--- config.mk ---
export PLATFORM = sky130hd
export DESIGN_NAME = trap_csr
export DESIGN_NICKNAME = d
export VERILOG_FILES = /design/src/rtl/trap_csr_pkg.sv /design/src/rtl/trap_csr_counter64.sv /design/src/rtl/trap_csr.sv
export SDC_FILE = /design/constraint.sdc
export NUM_CORES = 1
export LEC_CHECK = 0
export BUFFER_PORTS_ARGS = -buffer_cell sky130_fd_sc_hd__buf_2
export CORE_MARGIN = 3
export CORE_UTILIZATION = 25
export CTS_CLUSTER_DIAMETER = 60
export DETAILED_ROUTE_END_ITERATION = 16
export GPL_TIMING_DRIVEN = 0
export PLACE_DENSITY_LB_ADDON = 0.25
export SLEW_MARGIN = 30
export SYNTH_ARGS = -nofsm -noshare
export SYNTH_HDL_FRONTEND = slang
export SYNTH_SLANG_ARGS = --single-unit
--- constraint.sdc ---
create_clock -name clk -period 3.9 [get_ports clk]
set_input_delay 0.975 -clock clk [delete_from_list [all_inputs] [get_ports clk]]
set_output_delay 0.975 -clock clk [all_outputs]
set_load 0.01 [all_outputs]
--- src/rtl/trap_csr_pkg.sv ---
// Shared constants for the machine-mode trap/CSR block: CSR addresses,
// status/interrupt bit positions, interrupt cause codes and FSM states.
package trap_csr_pkg;

    // CSR addresses
    localparam logic [11:0] CSR_MSTATUS   = 12'h300;
    localparam logic [11:0] CSR_MIE       = 12'h304;
    localparam logic [11:0] CSR_MTVEC     = 12'h305;
    localparam logic [11:0] CSR_MSCRATCH  = 12'h340;
    localparam logic [11:0] CSR_MEPC      = 12'h341;
    localparam logic [11:0] CSR_MCAUSE    = 12'h342;
    localparam logic [11:0] CSR_MIP       = 12'h344;
    localparam logic [11:0] CSR_MCYCLE    = 12'hB00;
    localparam logic [11:0] CSR_MCYCLEH   = 12'hB80;
    localparam logic [11:0] CSR_MINSTRET  = 12'hB02;
    localparam logic [11:0] CSR_MINSTRETH = 12'hB82;

    // mstatus bit positions
    localparam int MSTATUS_MIE_BIT  = 3;
    localparam int MSTATUS_MPIE_BIT = 7;

    // mip/mie bit positions
    localparam int MSIP_BIT = 3;
    localparam int MTIP_BIT = 7;
    localparam int MEIP_BIT = 11;

    // Writable bits of mie
    localparam logic [31:0] MIE_MASK = 32'h0000_0888;

    // Interrupt cause codes
    localparam logic [3:0] CAUSE_MSI = 4'd3;
    localparam logic [3:0] CAUSE_MTI = 4'd7;
    localparam logic [3:0] CAUSE_MEI = 4'd11;

    // Run/sleep FSM
    typedef enum logic {
        ST_RUN   = 1'b0,
        ST_SLEEP = 1'b1
    } state_t;

endpackage

--- src/rtl/trap_csr_counter64.sv ---
// 64-bit free-running counter with an increment enable and independent
// writes to each 32-bit half. A write to either half suppresses that
// cycle's increment for the whole counter; the other half holds.
module csr_counter64 (
    input  logic        clk,
    input  logic        rst_n,
    input  logic        inc,
    input  logic        we_lo,
    input  logic        we_hi,
    input  logic [31:0] wdata,
    output logic [63:0] count
);

    // Counter register: half writes take precedence over the increment
    always_ff @(posedge clk or negedge rst_n) begin
        if (!rst_n) begin
            count <= 64'd0;
        end else if (we_lo) begin
            count[31:0] <= wdata;
        end else if (we_hi) begin
            count[63:32] <= wdata;
        end else if (inc) begin
            count <= count + 64'd1;
        end
    end

endmodule

--- src/rtl/trap_csr.sv ---
// Machine-mode trap/CSR responder. Holds the M-mode CSRs and counters,
// applies trap entry and MRET side effects at the commit edge, returns
// gated pending-interrupt lines, a one-cycle front-end redirect, and a
// WFI sleep indication.
//
// Handshake: redirect_valid is a single-cycle strobe with no ready; the
// front end must accept redirect_pc in the cycle redirect_valid is high.
module trap_csr
    import trap_csr_pkg::*;
#(
    parameter int                  PC_WIDTH    = 32,
    parameter logic [PC_WIDTH-1:0] MTVEC_RESET = '0
) (
    input  logic                clk,
    input  logic                rst_n,
    input  logic                trapped,
    input  logic                mret,
    input  logic                wfi,
    input  logic                retired,
    input  logic [31:0]         ecp,
    input  logic [3:0]          ecause,
    input  logic                interupt,
    input  logic                irq_sw,
    input  logic                irq_timer,
    input  logic                irq_ext,
    input  logic                csr_we,
    input  logic [11:0]         csr_addr,
    input  logic [31:0]         csr_wdata,
    output logic [31:0]         csr_rdata,
    output logic                sip,
    output logic                tip,
    output logic                eip,
    output logic                redirect_valid,
    output logic [PC_WIDTH-1:0] redirect_pc,
    output logic                sleep
);

    logic                mst_mie;
    logic                mst_mpie;
    logic [31:0]         mie_q;
    logic [31:0]         mip_q;
    logic [PC_WIDTH-1:0] mtvec_q;
    logic [31:0]         mscratch_q;
    logic [31:0]         mepc_q;
    logic [31:0]         mcause_q;
    logic [63:0]         mcycle;
    logic [63:0]         minstret;
    state_t              state_q;
    state_t              state_d;

    logic                trap_take;
    logic                mret_take;
    logic                ctl_cycle;
    logic [PC_WIDTH-1:0] vec_base;
    logic [PC_WIDTH-1:0] trap_target;
    logic [31:0]         mip_d;

    assign trap_take = trapped;
    assign mret_take = mret & ~trapped;
    // Trap/MRET own mstatus, mepc and mcause in their cycle
    assign ctl_cycle = trap_take | mret_take;

    logic wr_mstatus, wr_mie, wr_mtvec, wr_mscratch, wr_mepc, wr_mcause;
    logic wr_cyc_lo, wr_cyc_hi, wr_ins_lo, wr_ins_hi;

    assign wr_mstatus  = csr_we & (csr_addr == CSR_MSTATUS);
    assign wr_mie      = csr_we & (csr_addr == CSR_MIE);
    assign wr_mtvec    = csr_we & (csr_addr == CSR_MTVEC);
    assign wr_mscratch = csr_we & (csr_addr == CSR_MSCRATCH);
    assign wr_mepc     = csr_we & (csr_addr == CSR_MEPC);
    assign wr_mcause   = csr_we & (csr_addr == CSR_MCAUSE);
    assign wr_cyc_lo   = csr_we & (csr_addr == CSR_MCYCLE);
    assign wr_cyc_hi   = csr_we & (csr_addr == CSR_MCYCLEH);
    assign wr_ins_lo   = csr_we & (csr_addr == CSR_MINSTRET);
    assign wr_ins_hi   = csr_we & (csr_addr == CSR_MINSTRETH);

    // Vectored mode only offsets interrupts; exceptions always go to base
    assign vec_base    = {mtvec_q[PC_WIDTH-1:2], 2'b00};
    assign trap_target = (mtvec_q[1:0] == 2'b01 && interupt)
                       ? vec_base + PC_WIDTH'({ecause, 2'b00})
                       : vec_base;

    // Gated pending lines straight from the registered CSR state
    assign sip = mip_q[MSIP_BIT] & mie_q[MSIP_BIT] & mst_mie;
    assign tip = mip_q[MTIP_BIT] & mie_q[MTIP_BIT] & mst_mie;
    assign eip = mip_q[MEIP_BIT] & mie_q[MEIP_BIT] & mst_mie;

    // Place the raw interrupt levels at their mip bit positions
    always_comb begin
        mip_d           = 32'd0;
        mip_d[MSIP_BIT] = irq_sw;
        mip_d[MTIP_BIT] = irq_timer;
        mip_d[MEIP_BIT] = irq_ext;
    end

    // mstatus MIE/MPIE: trap stacks, MRET unstacks, otherwise CSR write
    always_ff @(posedge clk or negedge rst_n) begin
        if (!rst_n) begin
            mst_mie  <= 1'b0;
            mst_mpie <= 1'b1;
        end else if (trap_take) begin
            mst_mpie <= mst_mie;
            mst_mie  <= 1'b0;
        end else if (mret_take) begin
            mst_mie  <= mst_mpie;
            mst_mpie <= 1'b1;
        end else if (wr_mstatus) begin
            mst_mie  <= csr_wdata[MSTATUS_MIE_BIT];
            mst_mpie <= csr_wdata[MSTATUS_MPIE_BIT];
        end
    end

    // Plain CSRs that a trap/MRET never touches, plus mip sampling
    always_ff @(posedge clk or negedge rst_n) begin
        if (!rst_n) begin
            mie_q      <= 32'd0;
            mip_q      <= 32'd0;
            mtvec_q    <= MTVEC_RESET;
            mscratch_q <= 32'd0;
        end else begin
            mip_q <= mip_d;
            if (wr_mie)      mie_q      <= csr_wdata & MIE_MASK;
            if (wr_mtvec)    mtvec_q    <= PC_WIDTH'(csr_wdata);
            if (wr_mscratch) mscratch_q <= csr_wdata;
        end
    end

    // mepc/mcause: trap capture wins, CSR writes dropped in trap/MRET cycles
    always_ff @(posedge clk or negedge rst_n) begin
        if (!rst_n) begin
            mepc_q   <= 32'd0;
            mcause_q <= 32'd0;
        end else if (trap_take) begin
            mepc_q   <= ecp & ~32'h3;
            mcause_q <= {interupt, 27'd0, ecause};
        end else if (!ctl_cycle) begin
            if (wr_mepc)   mepc_q   <= csr_wdata & ~32'h3;
            if (wr_mcause) mcause_q <= csr_wdata;
        end
    end

    // One-cycle redirect strobe following a trap or MRET edge
    always_ff @(posedge clk or negedge rst_n) begin
        if (!rst_n) begin
            redirect_valid <= 1'b0;
            redirect_pc    <= '0;
        end else begin
            redirect_valid <= ctl_cycle;
            if (trap_take) begin
                redirect_pc <= trap_target;
            end else if (mret_take) begin
                redirect_pc <= PC_WIDTH'(mepc_q);
            end
        end
    end

    // FSM state register
    always_ff @(posedge clk or negedge rst_n) begin
        if (!rst_n) begin
            state_q <= ST_RUN;
        end else begin
            state_q <= state_d;
        end
    end

    // FSM next state: wake on any enabled pending interrupt (MIE ignored) or a trap
    always_comb begin
        state_d = state_q;
        case (state_q)
            ST_RUN: begin
                if (wfi && !trapped) state_d = ST_SLEEP;
            end
            ST_SLEEP: begin
                if (trapped || ((mip_q & mie_q) != 32'd0)) state_d = ST_RUN;
            end
            default: state_d = ST_RUN;
        endcase
    end

    assign sleep = (state_q == ST_SLEEP);

    csr_counter64 u_mcycle (
        .clk   (clk),
        .rst_n (rst_n),
        .inc   (1'b1),
        .we_lo (wr_cyc_lo),
        .we_hi (wr_cyc_hi),
        .wdata (csr_wdata),
        .count (mcycle)
    );

    csr_counter64 u_minstret (
        .clk   (clk),
        .rst_n (rst_n),
        .inc   (retired),
        .we_lo (wr_ins_lo),
        .we_hi (wr_ins_hi),
        .wdata (csr_wdata),
        .count (minstret)
    );

    // Combinational CSR read mux; unmapped addresses read zero
    always_comb begin
        csr_rdata = 32'd0;
        case (csr_addr)
            CSR_MSTATUS: begin
                csr_rdata[MSTATUS_MIE_BIT]  = mst_mie;
                csr_rdata[MSTATUS_MPIE_BIT] = mst_mpie;
            end
            CSR_MIE:       csr_rdata = mie_q;
            CSR_MTVEC:     csr_rdata = 32'(mtvec_q);
            CSR_MSCRATCH:  csr_rdata = mscratch_q;
            CSR_MEPC:      csr_rdata = mepc_q;
            CSR_MCAUSE:    csr_rdata = mcause_q;
            CSR_MIP:       csr_rdata = mip_q;
            CSR_MCYCLE:    csr_rdata = mcycle[31:0];
            CSR_MCYCLEH:   csr_rdata = mcycle[63:32];
            CSR_MINSTRET:  csr_rdata = minstret[31:0];
            CSR_MINSTRETH: csr_rdata = minstret[63:32];
            default:       csr_rdata = 32'd0;
        endcase
    end

endmodule

# Yosys cells after proc, flatten, opt, wreduce, memory -nomap -nowiden
# Index checks and enable logic that the tools add are counted.
[word_totals] reg_bits=298 word_cells=100 in_bits=91 output_inout_bits=69 ramBits=0 romBits=0 latchBits=0 memories=0
[classes] magnitude_cmp=0 mux=30 multipliers=0 n_div=0 bitwise=22 n_eq_ne=15 n_shift=0 reduce_logical=15 add_sub_neg=3
[op_table] op="$mux 32" n=15
[op_table] op="$pmux 24 s10" n=1
[op_table] op="$add 64x1->64 const B" n=2
[op_table] op="$eq 12x10->1 const B" n=7
[op_table] op="$mux 64" n=1
[op_table] op="$eq 12x12->1 const B" n=4
[op_table] op="$pmux 3 s8" n=2
[op_table] op="$add 32x6->32" n=1
[op_table] op="$reduce_bool 32->1" n=1
[op_table] op="$pmux 1 s11" n=2
[op_table] op="$and 1x1->1" n=17
[op_table] op="$and 12x12->12" n=1
[op_table] op="$reduce_bool 2->1" n=5
[op_table] op="$mux 1" n=8
[op_table] op="$reduce_and 2->1" n=4
[op_table] op="$ne 2x1->1 const B" n=2
[op_table] op="$not 1->1" n=3
[op_table] op="$reduce_bool 3->1" n=1
[op_table] op="$eq 2x1->1 const B" n=1
[op_table] op="$logic_and 1x1->1" n=2
[op_table] op="$ne 2x2->1 const B" n=1
[op_table] op="$pmux 1 s2" n=1
[op_table] op="$logic_not 1->1" n=1
[op_table] op="$logic_or 1x1->1" n=1
[op_table] op="$or 1x1->1" n=1

# Depth between registers and ports, before layout
# Gate-level depths: netlist of the first run.
[depth] ltp_word=5 depth_mapped=10

# Modules after synthesis
# From an unflattened synthesis of the first run, not the netlist that was laid out.
[hier_totals] cells_unflattened=1919 area_unflattened_um2=18146.2
[by_module_without_submodules] mod="trap_csr" n_inst=1 cells_per_inst=873 seq_area_each_um2=4155.2 area_per_inst_um2=9442.8
[by_module_without_submodules] mod="csr_counter64" n_inst=2 cells_per_inst=523 seq_area_each_um2=1601.5 area_per_inst_um2=4351.7

# Worst setup path after synthesis of the first run
# OpenSTA, ideal clock, no wires.
[synth_timing] kind="input-to-output" start="in csr_addr[7]" end="out csr_rdata[23]" setup_slack_ns=-0.026 path_buffers=3 stages=9 arrival_ns=2.951 required_time_ns=2.925 path_cell_list="clkbuf_1 -> nor4_1 -> nand2_1 -> nor3_1 -> and2_1 -> clkbuf_1 -> buf_2 -> a222oi_1 -> nand3_1"
[synth_via] elab_chain_cells=2
[synth_rtl] item="start: declaration" line_no="trap_csr.sv:27" rtl="input logic [11:0] csr_addr,"
[synth_rtl] item="$eq 12x12->1 / $eq 12x10->1 (equally long branches)" line_no="trap_csr.sv:205" rtl="case (csr_addr)"
[synth_rtl] item="$pmux 24 s10 (*)" line_no="trap_csr.sv:205"
[synth_rtl] item="end: declaration" line_no="trap_csr.sv:29" rtl="output logic [31:0] csr_rdata,"
# Mark *: on every way between the ends. The rest lies on a longest branch, timed or not.

# Worst setup path after layout of the first run
[layout_timing] start="in csr_addr[0]" end="reg u_mcycle.count[48]"
[layout_via] elab_chain_cells=3
[layout_rtl] item="$eq 12x12->1" line_no="trap_csr.sv:73" rtl="assign wr_cyc_hi = csr_we & (csr_addr == CSR_MCYCLEH);"
[layout_rtl] item="$and 1x1->1" line_no="trap_csr.sv:73"
[layout_rtl] item="$mux 32" line_no="trap_csr_counter64.sv:20" rtl="end else if (we_hi) begin"
[layout_rtl] item="end signal: assignment" line_no="trap_csr_counter64.sv:21" rtl="count[63:32] <= wdata;"
[layout_rtl] item="end signal: assignment" line_no="trap_csr_counter64.sv:23" rtl="count <= count + 64'd1;"
[layout_rtl] item="end: declaration" line_no="trap_csr_counter64.sv:11" rtl="output logic [63:0] count"
# Parallel ways exist; a longest one is shown, timed or not.
# A chain may end at the register's enable or synchronous reset.

==> metrics.md, run 1 <==
| Metric | Value |
|---|---|
| Crit-path max FO | `10` |
| Fin cells | `3071` |
| Synth unique cells | `76` |
| CP required | `4.36 ns` |
| Longest Clk Path Bufs | `3` |
| Final WS setup | `-0.0699 ns` |
| Detail-routed via count per cell | `between 5 and 6` |
| Gr usage total | `0.224` |
| Max_cap viols | `0` |
| Setup crit end kind | `flop` |
| Adder-cell area share of the yosys netlist | `0.00549` |
| Primary FF master, synth | `dfrtp_1` |
| Clock Skew | `approximately 0.027 ns` |
| Class of the worst hold path | `input port to async pin` |
| Slew Limit Fails | `0` |
| Clk slew on worst S/H paths | `0.06 ns` |
| Ports | `160` |
| Simple-gate share of the synthesized area | `0.219` |
| Setup repair after global routing missed its margin | `true` |
| DR vias | `17400` |
| Failing checks | `setup timing` |
| Outcome | `finished, violations left` |
| GPL Wtd Cong | `between 0.9 and 1` |
| Number of synthesized register bits | `294` |
| Core Rows | `95` |
| Total die area | `72500 um^2` |
| Slew margin rel. | `0.316` |
| Die height | `around 270 um` |
| Fmax achieved | `252 MHz` |
| Area contributors post-synth | `dfrtp_1 42%, mux2_2 5.5%, nand2_1 5.2%, mux2i_1 4.3%, a21oi_1 4.2%` |
| Peak VDD IR | `0.314 mV` |
| Dpl hpwl | `62700 um` |
| R2r setup slk | `0.52 ns` |
| Die W | `269 um` |
| Global-route wire length before repair | `121000 um` |
| Multiplexer share of the synthesized area | `0.0986` |
| DRT Pass-1 Iters | `10` |
| Post-Syn Area | `17300 um^2` |
| Hold Vio Cnt, Final | `0` |
| DP Worst Slack | `-1.19 ns` |
| Root buf cell | `clkbuf_16` |
| Placed cell areas | `between 15000 and 20000 um^2` |
| First DRT Iteration DRCs | `2060` |
| Total Routed Length | `between 80000 and 90000 um` |
| Avg Inst Size Synth | `between 9 and 10 um^2` |
| Ys async rst share | `1.00` |
| Post-Synth XOR/XNOR Area | `0.0359` |
| CTS tree | `built` |
| Power per Cell Area | `405 nW/um^2` |
| CP startpoint kind | `input port` |
| Synth Area in Compound Gates | `0.175` |
| Worst-margin pin slew | `1.03 ns` |
| Layout net count | `2209` |
| Synth warnings | `0` |
| Worst setup path class | `input port to flop` |
| Final Cell Area | `21400 um^2` |
| Core ar. | `67900 um^2` |
| PortBufs | `129` |
| Area Overhead vs Synth | `23.4%` |
| Sink Count | `294` |
| Routed Antenna Nets | `0` |
| Final min period | `between 3 and 4 ns` |
| DRC | `0` |
| Latest clock arrival within the worst-skew pair | `0.60 ns` |
| Depth of the most critical reg-to-reg path | `7` |
| Pin count of the biggest net entering global routing | `83` |
| CTS Buf Count | `41` |
| Initial antenna violation count | `5` |
| Total gr overflow | `0` |
| Post-synthesis sequential area ratio | `0.425` |
| Cells after DPL | `2974` |
| DR WL/cell | `27.6 um` |
| Vias in the first global route | `16900` |
| Hold_buf cts | `0` |
| Synth area leader | `dfrtp_1` |
| Share of cells above drive strength 1 | `0.204` |
| Crit path DAT | `4.43 ns` |
| Largest family of logic cells by synthesized area | `simple AND/OR/NAND/NOR gates` |
| Pleak | `8.86 nW` |
| Final period utilization | `1.02` |
| Syn Inst Count | `1920` |
| Setup violations, final | `6` |
| Initial Util | `0.255` |
| Post-synth top area share | `0.423` |
| Post-synth EDFFs | `0` |
| H-tree Lvls | `2` |
-- cell usage after synthesis (all sizes together), types with 5 or more instances --
cell and n:
o211ai 28, and4 10, nand4 51, inv 14, or4 13, clkbuf 123
a22oi 50, o21ai 89, o41ai 7, xor2 22, o22ai 14, or3 13
nand3b 6, nor2b 30, a222oi 35, mux2 85, a221o 13, xnor2 49
and3 36, nand4b 6, nor4 30, nand2 240, nor2 126, nor3 52
buf 33, nor3b 5, a31oi 7, a211oi 29, a22o 5, and2 11
or2 6, ha 6, nand3 105, mux2i 75, nor4b 6, a21o 5
a21oi 146, dfrtp 293
-- where the power goes --
group / leakage (nW) / internal (mW) / total (mW) / switching [mW]
clock: 0.693 / 2.36 / 3.99 / 1.63
combinational: 4.44 / 0.363 / 1.09 / 0.729
sequential: 3.72 / 3.26 / 3.58 / 0.315
-- routing by layer --
layer | routed length (um) | up-vias | share of wire | global-route usage
met5 | 0 | - | 0 | 0
met4 | 4370 | 0 | 0.052 | 0.105
met3 | 7840 | 177 | 0.093 | 0.0493
met2 | 37100 | 979 | 0.44 | 0.343
met1 | 35300 | 8708 | 0.42 | 0.299
li1 | - | 7526 | - | -
-- what timing repair did --
action | CTS | global route
pin swaps | 12 | 11
resized for setup | 122 | 30
setup endpoints to repair | 32 | 33
buffers inserted | 11 | 3
gates cloned | 2 | 1
-- flip-flops by register name, indices dropped and copies added, names as in the netlist --
signal and cells:
mtvec_q 32, mepc_q 30, u_minstret.count 64, mie_q 3
redirect_valid 1, u_mcycle.count 64, mst_mie 1, mip_q 3
mst_mpie 1, mcause_q 32, mscratch_q 32, redirect_pc 30
sleep 1
-- area by class of cell --
class                      instances  area (um^2)
sequential                       294         7360
tap                              921         1150
inverter                          15         56.3
multi-input combinational       1456         9610
clock inverter                    19          250
antenna                            6         15.0
clock buffer                      57         1190
timing repair buffer             149          907
buffer                           154          832
fill                            7119        46500
-- path summary, 6_finish.rpt --
path,startpoint,to
min in group clk,irq_ext,mip_q[11]$_DFF_PN0_
max in group asynchronous,rst_n,u_mcycle.count[14]$_DFFE_PN0P_
worst min-delay path,rst_n,redirect_pc[4]$_DFFE_PN0P_
worst max register to register,u_mcycle.count[7]$_DFFE_PN0P_,u_mcycle.count[62]$_DFFE_PN0N_
worst max-delay path,csr_addr[0],u_mcycle.count[48]$_DFFE_PN0N_
worst min register to register,mscratch_q[14]$_DFFE_PN0P_,mscratch_q[14]$_DFFE_PN0P_
-- layout by cell type (no fill, tap or decap), drive strengths merged, types with 36 or more instances in the layout --
cell / netlist / final
nor3: 52 / 52
a21oi: 146 / 146
clkbuf: 123 / 172
xnor2: 49 / 49
a22oi: 50 / 50
o21ai: 89 / 89
mux2i: 75 / 75
nand3: 105 / 105
and3: 36 / 36
nor2: 126 / 126
dfrtp: 293 / 293
nand2: 240 / 240
nand4: 51 / 51
buf: 33 / 188
mux2: 85 / 85
-- worst max-delay path, stage by stage --
cell,delay [ns]
buf_2,0.12
clkbuf_8,0.15
or4_4,0.58
buf_4,0.20
nor3_2,0.75
clkbuf_1,0.57
clkbuf_1,0.71
nor3_1,0.09
a2bb2oi_1,0.21
nand2_1,0.08
-- per-stage QoR --
stage / hold slack [ns] / utilization / power [mW] / TNS, ns
3_5_place_dp: 0.494 / 0.284 / 4.66 / -42.04
4_1_cts: 0.341 / 0.313 / 8.68 / -0.0431
6_report: 0.338 / 0.315 / 8.66 / -0.173
5_1_grt: 0.376 / 0.315 / 8.95 / -0.397
2_1_floorplan: 0.474 / - / 4.09 / 0
3_3_place_gp: 0.487 / 0.282 / 4.63 / -1299.42
-- cell families after synthesis --
family	after synthesis
adder cells (fa/ha/maj)	7
flip-flops	294
buffers and inverters	171
AO/OA/AOI/OAI	461
AND/OR/NAND/NOR	755
other	1
multiplexers	160
XOR/XNOR	71
No activity file was read; power rests on OpenSTA's default activity.
==> run 2: changes to the inputs <==
--- a/config.mk
+++ b/config.mk
@@ -16,3 +16,4 @@
 export SYNTH_ARGS = -nofsm -noshare
 export SYNTH_HDL_FRONTEND = slang
 export SYNTH_SLANG_ARGS = --single-unit
+export TNS_END_PERCENT = 30
==> metrics.md, run 2 (synthesized netlist as in run 1, its figures left out) <==
| Metric | Value |
|---|---|
| Outcome | `finished, violations left` |
| Setup repair after global routing missed its margin | `true` |
| DR WL/cell | `about 27 um` |
| Crit path max-delay cell type | `clkbuf_4` |
| CP startpoint kind | `input port` |
| Gate power share | `0.126` |
| First DRT Iteration DRCs | `between 2000 and 2500` |
| Gr usage total | `0.224` |
| Delay-heaviest family, CP | `simple AND/OR/NAND/NOR gates` |
| Fill cell count | `7123` |
| Worst-margin pin slew | `a little over 1 ns` |
| Core ar. | `67900 um^2` |
| Biggest regs | `u_mcycle.count: 64 flops, u_minstret.count: 64 flops` |
| DRC | `0` |
| Hold Vio Cnt, Final | `0` |
| Ports | `160` |
| Area Overhead vs Synth | `23.1%` |
| Clk slew on worst S/H paths | `around 0.060 ns` |
| Pin count of the biggest net entering global routing | `83` |
| Fin cells | `3069` |
| DRT Pass-1 Iters | `7` |
| Dpl hpwl | `62700 um` |
| Cells after DPL | `2974` |
| Share of cells above drive strength 1 | `0.204` |
| Sink Count | `294` |
| Failing checks | `setup timing` |
| GPL Wtd Cong | `0.932` |
| Vias in the first global route | `~17000` |
| Total gr overflow | `0` |
| Clock Skew | `0.0256 ns` |
| DP Worst Slack | `-1.19 ns` |
| Initial Util | `0.255` |
| Die height | `between 200 and 300 um` |
| Die W | `between 200 and 300 um` |
| Worst setup path class | `input port to output pin` |
| PortBufs | `129` |
| Final min period | `3.91 ns` |
| H-tree Lvls | `2` |
| Latest clock arrival within the worst-skew pair | `around 0.6 ns` |
| Worst path bufs/invs | `5` |
| Switching power | `around 2.7 mW` |
| Max_cap viols | `0` |
| Setup crit end kind | `output pin` |
| Crit-path max FO | `10` |
| DR vias | `17400` |
| CTS Buf Count | `41` |
| CP required | `2.92 ns` |
| Root buf cell | `clkbuf_16` |
| Clock power share | `0.462` |
| CP max stage delay | `around 0.28 ns` |
| Commonest non-fill, non-tap cell in the layout | `dfrtp_1` |
| Fmax achieved | `256 MHz` |
| Crit path DAT | `2.94 ns` |
| Power per Cell Area | `406 nW/um^2` |
| Final WS setup | `-0.0101 ns` |
| Slew Limit Fails | `0` |
| Initial antenna violation count | `5` |
| Detail-routed via count per cell | `5.66` |
| Global-route wire length before repair | `around 120000 um` |
| Longest Clk Path Bufs | `3` |
| Commonest cells after routing, fill and taps aside | `293 x dfrtp_1, 238 x nand2_1, 146 x a21oi_1` |
| Peak VDD IR | `0.316 mV` |
| Flop pwr share | `0.413` |
| Crit-path cells | `buf_2 -> nand3b_1 -> buf_6 -> buf_4 -> nor2_1 -> nand3_2 -> nor2_1 -> clkbuf_4 -> a21oi_1 -> nand3_1 -> buf_2` |
| Setup TNS | `-0.0347 ns` |
| Final period utilization | `1.00` |
| Core Rows | `95` |
| Class of the worst hold path | `input port to async pin` |
| Slew margin rel. | `0.306` |
| Sw Ratio | `0.308` |
| Total die area | `72500 um^2` |
| Layout net count | `between 2000 and 2500` |
| Total Routed Length | `84100 um` |
| CTS tree | `built` |
| Cell-internal power | `5.99 mW` |
| Pleak | `8.84 nW` |
| Routed Antenna Nets | `0` |
| Setup violations, final | `4` |
run 2: changes by cell type in the layout (fill, tap and decap cells not counted), sizes merged:
cell / previous run / this run
buf: 188 / 184
clkbuf: 172 / 174
run 2: per-layer routing:
| metal | track usage | share of wire | vias up |
|---|---|---|---|
| met5 | 0 | 0 | - |
| li1 | - | - | 7532 |
| met2 | 0.344 | 0.44 | 921 |
| met3 | 0.0493 | 0.097 | 162 |
| met1 | 0.299 | 0.41 | 8764 |
| met4 | 0.105 | 0.052 | 0 |
run 2: metrics by stage:
| stage | utilization | hold WS, ns | instance area, um^2 | total power, mW |
|---|---|---|---|---|
| 3_5_place_dp | 0.284 | 0.494 | 19300 | 4.66 |
| 2_1_floorplan | - | 0.474 | 17300 | 4.09 |
| 3_3_place_gp | 0.282 | 0.487 | 19100 | 4.63 |
| 6_report | 0.314 | 0.340 | 21300 | 8.66 |
| 4_1_cts | 0.313 | 0.341 | 21200 | 8.68 |
| 5_1_grt | 0.314 | 0.376 | 21300 | 8.95 |
run 2: area by class of cell:
| class | count | area [um^2] | area share |
|---|---|---|---|
| Clock inverter | 19 | 250 | 0.0117 |
| Tap cell | 921 | 1150 | 0.0540 |
| Multi-Input combinational cell | 1456 | 9600 | 0.450 |
| Antenna cell | 6 | 15.0 | 0.000704 |
| Timing Repair Buffer | 147 | 875 | 0.0410 |
| Clock buffer | 57 | 1190 | 0.0556 |
| Sequential cell | 294 | 7360 | 0.345 |
| Buffer | 154 | 827 | 0.0388 |
| Inverter | 15 | 56.3 | 0.00264 |
run 2: worst paths after layout:
path / startpoint / end / slack (ns) / cells past startpoint
max in group asynchronous: rst_n / u_mcycle.count[14]$_DFFE_PN0P_ / 2.64 / 2
hold reg to reg: mscratch_q[14]$_DFFE_PN0P_ / mscratch_q[14]$_DFFE_PN0P_ / 0.51 / 1
min in group clk: irq_ext / mip_q[11]$_DFF_PN0_ / 0.49 / 1
setup reg to reg: u_mcycle.count[7]$_DFFE_PN0P_ / u_mcycle.count[62]$_DFFE_PN0N_ / 0.57 / 7
setup / recovery: csr_addr[10] / csr_rdata[19] / -0.01 / 11
hold / removal: rst_n / redirect_pc[4]$_DFFE_PN0P_ / 0.34 / 1
run 2: what timing repair did:
item | 4_1_cts | 5_1_grt
hold buffers | 0 | 0
gates cloned | 2 | 0
pin swaps | 12 | 8
hold endpoints to repair | 0 | 0
setup endpoints to repair | 32 | 33
setup buffers | 11 | 2
resized for setup | 123 | 26
run 2: power by group through the flow:
stage	combinational, mW	sequential [mW]	clock (mW)
global route	1.19	3.59	4.16
CTS	1.08	3.55	4.05
detailed placement	1.05	3.61	0
floorplan	0.595	3.49	0
finish	1.09	3.57	4.00
global placement	1.02	3.60	0
run 2: worst reg2reg max path: cells and delay by family, from the launching register on:
family | cells | cell delay, ns
buffers and inverters | 1 | 0.20
and+or+nand+nor | 6 | 2.53
DFF | 1 | 0.55
==> run 3: changes to the inputs <==
--- a/config.mk
+++ b/config.mk
@@ -10,7 +10,6 @@
 export CORE_UTILIZATION = 25
 export CTS_CLUSTER_DIAMETER = 60
 export DETAILED_ROUTE_END_ITERATION = 16
-export GPL_TIMING_DRIVEN = 0
 export PLACE_DENSITY_LB_ADDON = 0.25
 export SLEW_MARGIN = 30
 export SYNTH_ARGS = -nofsm -noshare
==> metrics.md, run 3 (synthesized netlist as in run 1, its figures left out) <==
| Metric | Value |
|---|---|
| Clock Skew | `0.0295 ns` |
| Power per Cell Area | `around 390 nW/um^2` |
| Initial Util | `0.255` |
| Worst Setup SP | `csr_addr[1]` |
| Core ar. | `67900 um^2` |
| Setup crit end kind | `output pin` |
| Total gr overflow | `0` |
| DR WL/cell | `24.2 um` |
| Sink Count | `294` |
| DP Worst Slack | `-0.0935 ns` |
| Pin count of the biggest net entering global routing | `92` |
| Slew margin rel. | `0.437` |
| Final period utilization | `0.994` |
| Worst-margin pin slew | `0.840 ns` |
| Total Routed Length | `roughly 73000 um` |
| Global-route wire length before repair | `110000 um` |
| FF/Latch Area | `7360 um^2` |
| CP startpoint kind | `input port` |
| Most Frequent Cell on Critical Path | `buf_2` |
| Ports | `160` |
| GPL Wtd Cong | `slightly below 0.9` |
| Clk slew on worst S/H paths | `approximately 0.06 ns` |
| Worst setup path class | `input port to output pin` |
| DRT Pass-1 Iters | `6` |
| Slew Limit Fails | `0` |
| Outcome | `finished clean` |
| Detail-routed via count per cell | `approximately 5.5` |
| Setup repair after global routing missed its margin | `false` |
| Die height | `269 um` |
| Placed cell areas | `19600 um^2` |
| Pleak | `between 8 and 9 nW` |
| Commonest non-fill, non-tap cell in the layout | `dfrtp_1` |
| Max_cap viols | `0` |
| Share of cells above drive strength 1 | `0.213` |
| CTS tree | `built` |
| Total die area | `72500 um^2` |
| Final min period | `3.88 ns` |
| DR vias | `16600` |
| Class of the worst hold path | `input port to async pin` |
| DRC | `0` |
| Fmax achieved | `258 MHz` |
| Worst path bufs/invs | `4` |
| Latest clock arrival within the worst-skew pair | `0.58 ns` |
| Setup TNS | `0 ns` |
| Root buf cell | `clkbuf_16` |
| CP max stage delay | `0.61 ns` |
| Fill cell count | `7098` |
| Final Cell Area | `21000 um^2` |
| Initial antenna violation count | `7` |
| Dpl hpwl | `~53000 um` |
| Routed Antenna Nets | `0` |
| First DRT Iteration DRCs | `roughly 1900` |
| Multi-input logic area | `9330 um^2` |
| Crit path max-delay cell type | `or4_1` |
| CTS Buf Count | `40` |
| Setup violations, final | `0` |
| Delay-heaviest family, CP | `simple AND/OR/NAND/NOR gates` |
| Crit-path cells | `buf_2 -> or4_1 -> buf_4 -> nor2_2 -> buf_12 -> a222oi_1 -> nand3_1 -> buf_2` |
| Hold Vio Cnt, Final | `0` |
| H-tree Lvls | `2` |
| Layout net count | `2163` |
| R2R Path Start | `u_minstret.count[30]$_DFFE_PN0P_` |
| Peak VDD IR | `0.262 mV` |
| Gr usage total | `0.197` |
| Die W | `269 um` |
| CP required | `approximately 2.9 ns` |
| Core Rows | `95` |
| Longest Clk Path Bufs | `3` |
| Crit-path max FO | `29` |
| Hold_buf cts | `0` |
| Final WS setup | `0.0230 ns` |
| Area Overhead vs Synth | `21.1%` |
| Biggest regs | `u_mcycle.count: 64 flops, u_minstret.count: 64 flops` |
| PortBufs | `approximately 160` |
| Final core occ | `0.309` |
| Commonest cells after routing, fill and taps aside | `293 x dfrtp_1, 240 x nand2_1, 153 x buf_2` |
| Vias in the first global route | `16200` |
| Crit path DAT | `2.90 ns` |
==> run 3: final cells by class <==
type	count	share of cell area
diodes	2	0.000239
clock buffers	56	0.0559
clock inverters	16	0.00638
inverters	15	0.00269
multi-input cells	1456	0.445
flip-flops and latches	294	0.351
well taps	921	0.0550
repair buffers	258	0.0840
==> run 3: routing by layer <==
layer,track usage,part of all wire
met1,0.277,0.45
met2,0.314,0.46
met3,0.0321,0.067
met4,0.0466,0.018
met5,0,0.00041
==> run 3: path summary, 6_finish.rpt <==
check,end,slack (ns),cells past startpoint
max in group asynchronous,u_minstret.count[17]$_DFFE_PN0P_,2.60,2
setup / recovery,csr_rdata[16],0.02,8
hold / removal,mepc_q[14]$_DFFE_PN0P_,0.43,1
hold reg to reg,mscratch_q[14]$_DFFE_PN0P_,0.51,1
setup reg to reg,u_minstret.count[63]$_DFFE_PN0P_,0.89,6
min in group clk,mscratch_q[14]$_DFFE_PN0P_,0.51,1
==> run 3: report_power, final <==
| group | internal (mW) | total [mW] | switching, mW |
|---|---|---|---|
| Sequential | 3.26 | 3.57 | 0.308 |
| Clock | 2.17 | 3.67 | 1.50 |
| Combinational | 0.372 | 1.01 | 0.637 |
| Total | 5.81 | 8.25 | 2.44 |
==> run 3: worst register-to-register path: stages, from the launching register on <==
cell	delay, ns
dfrtp_1	0.49
nand3_1	0.45
nor3_1	0.50
nand3_1	0.30
or4_1	0.71
or3_1	0.40
nand3_1	0.09
==> run 3: repair_timing <==
item | in CTS | in global routing
pin swaps | 0 | 1
setup buffers | 1 | 0
resized for setup | 3 | 1
setup endpoints to repair | 12 | 2
==> run 3: per-stage QoR <==
step	power (mW)	cells	hold WS, ns
floorplan	4.09	1921	0.474
global placement	4.60	2943	0.487
detailed placement	4.62	2943	0.494
CTS	8.32	3016	0.449
global route	8.59	3017	0.490
finish	8.25	3018	0.434
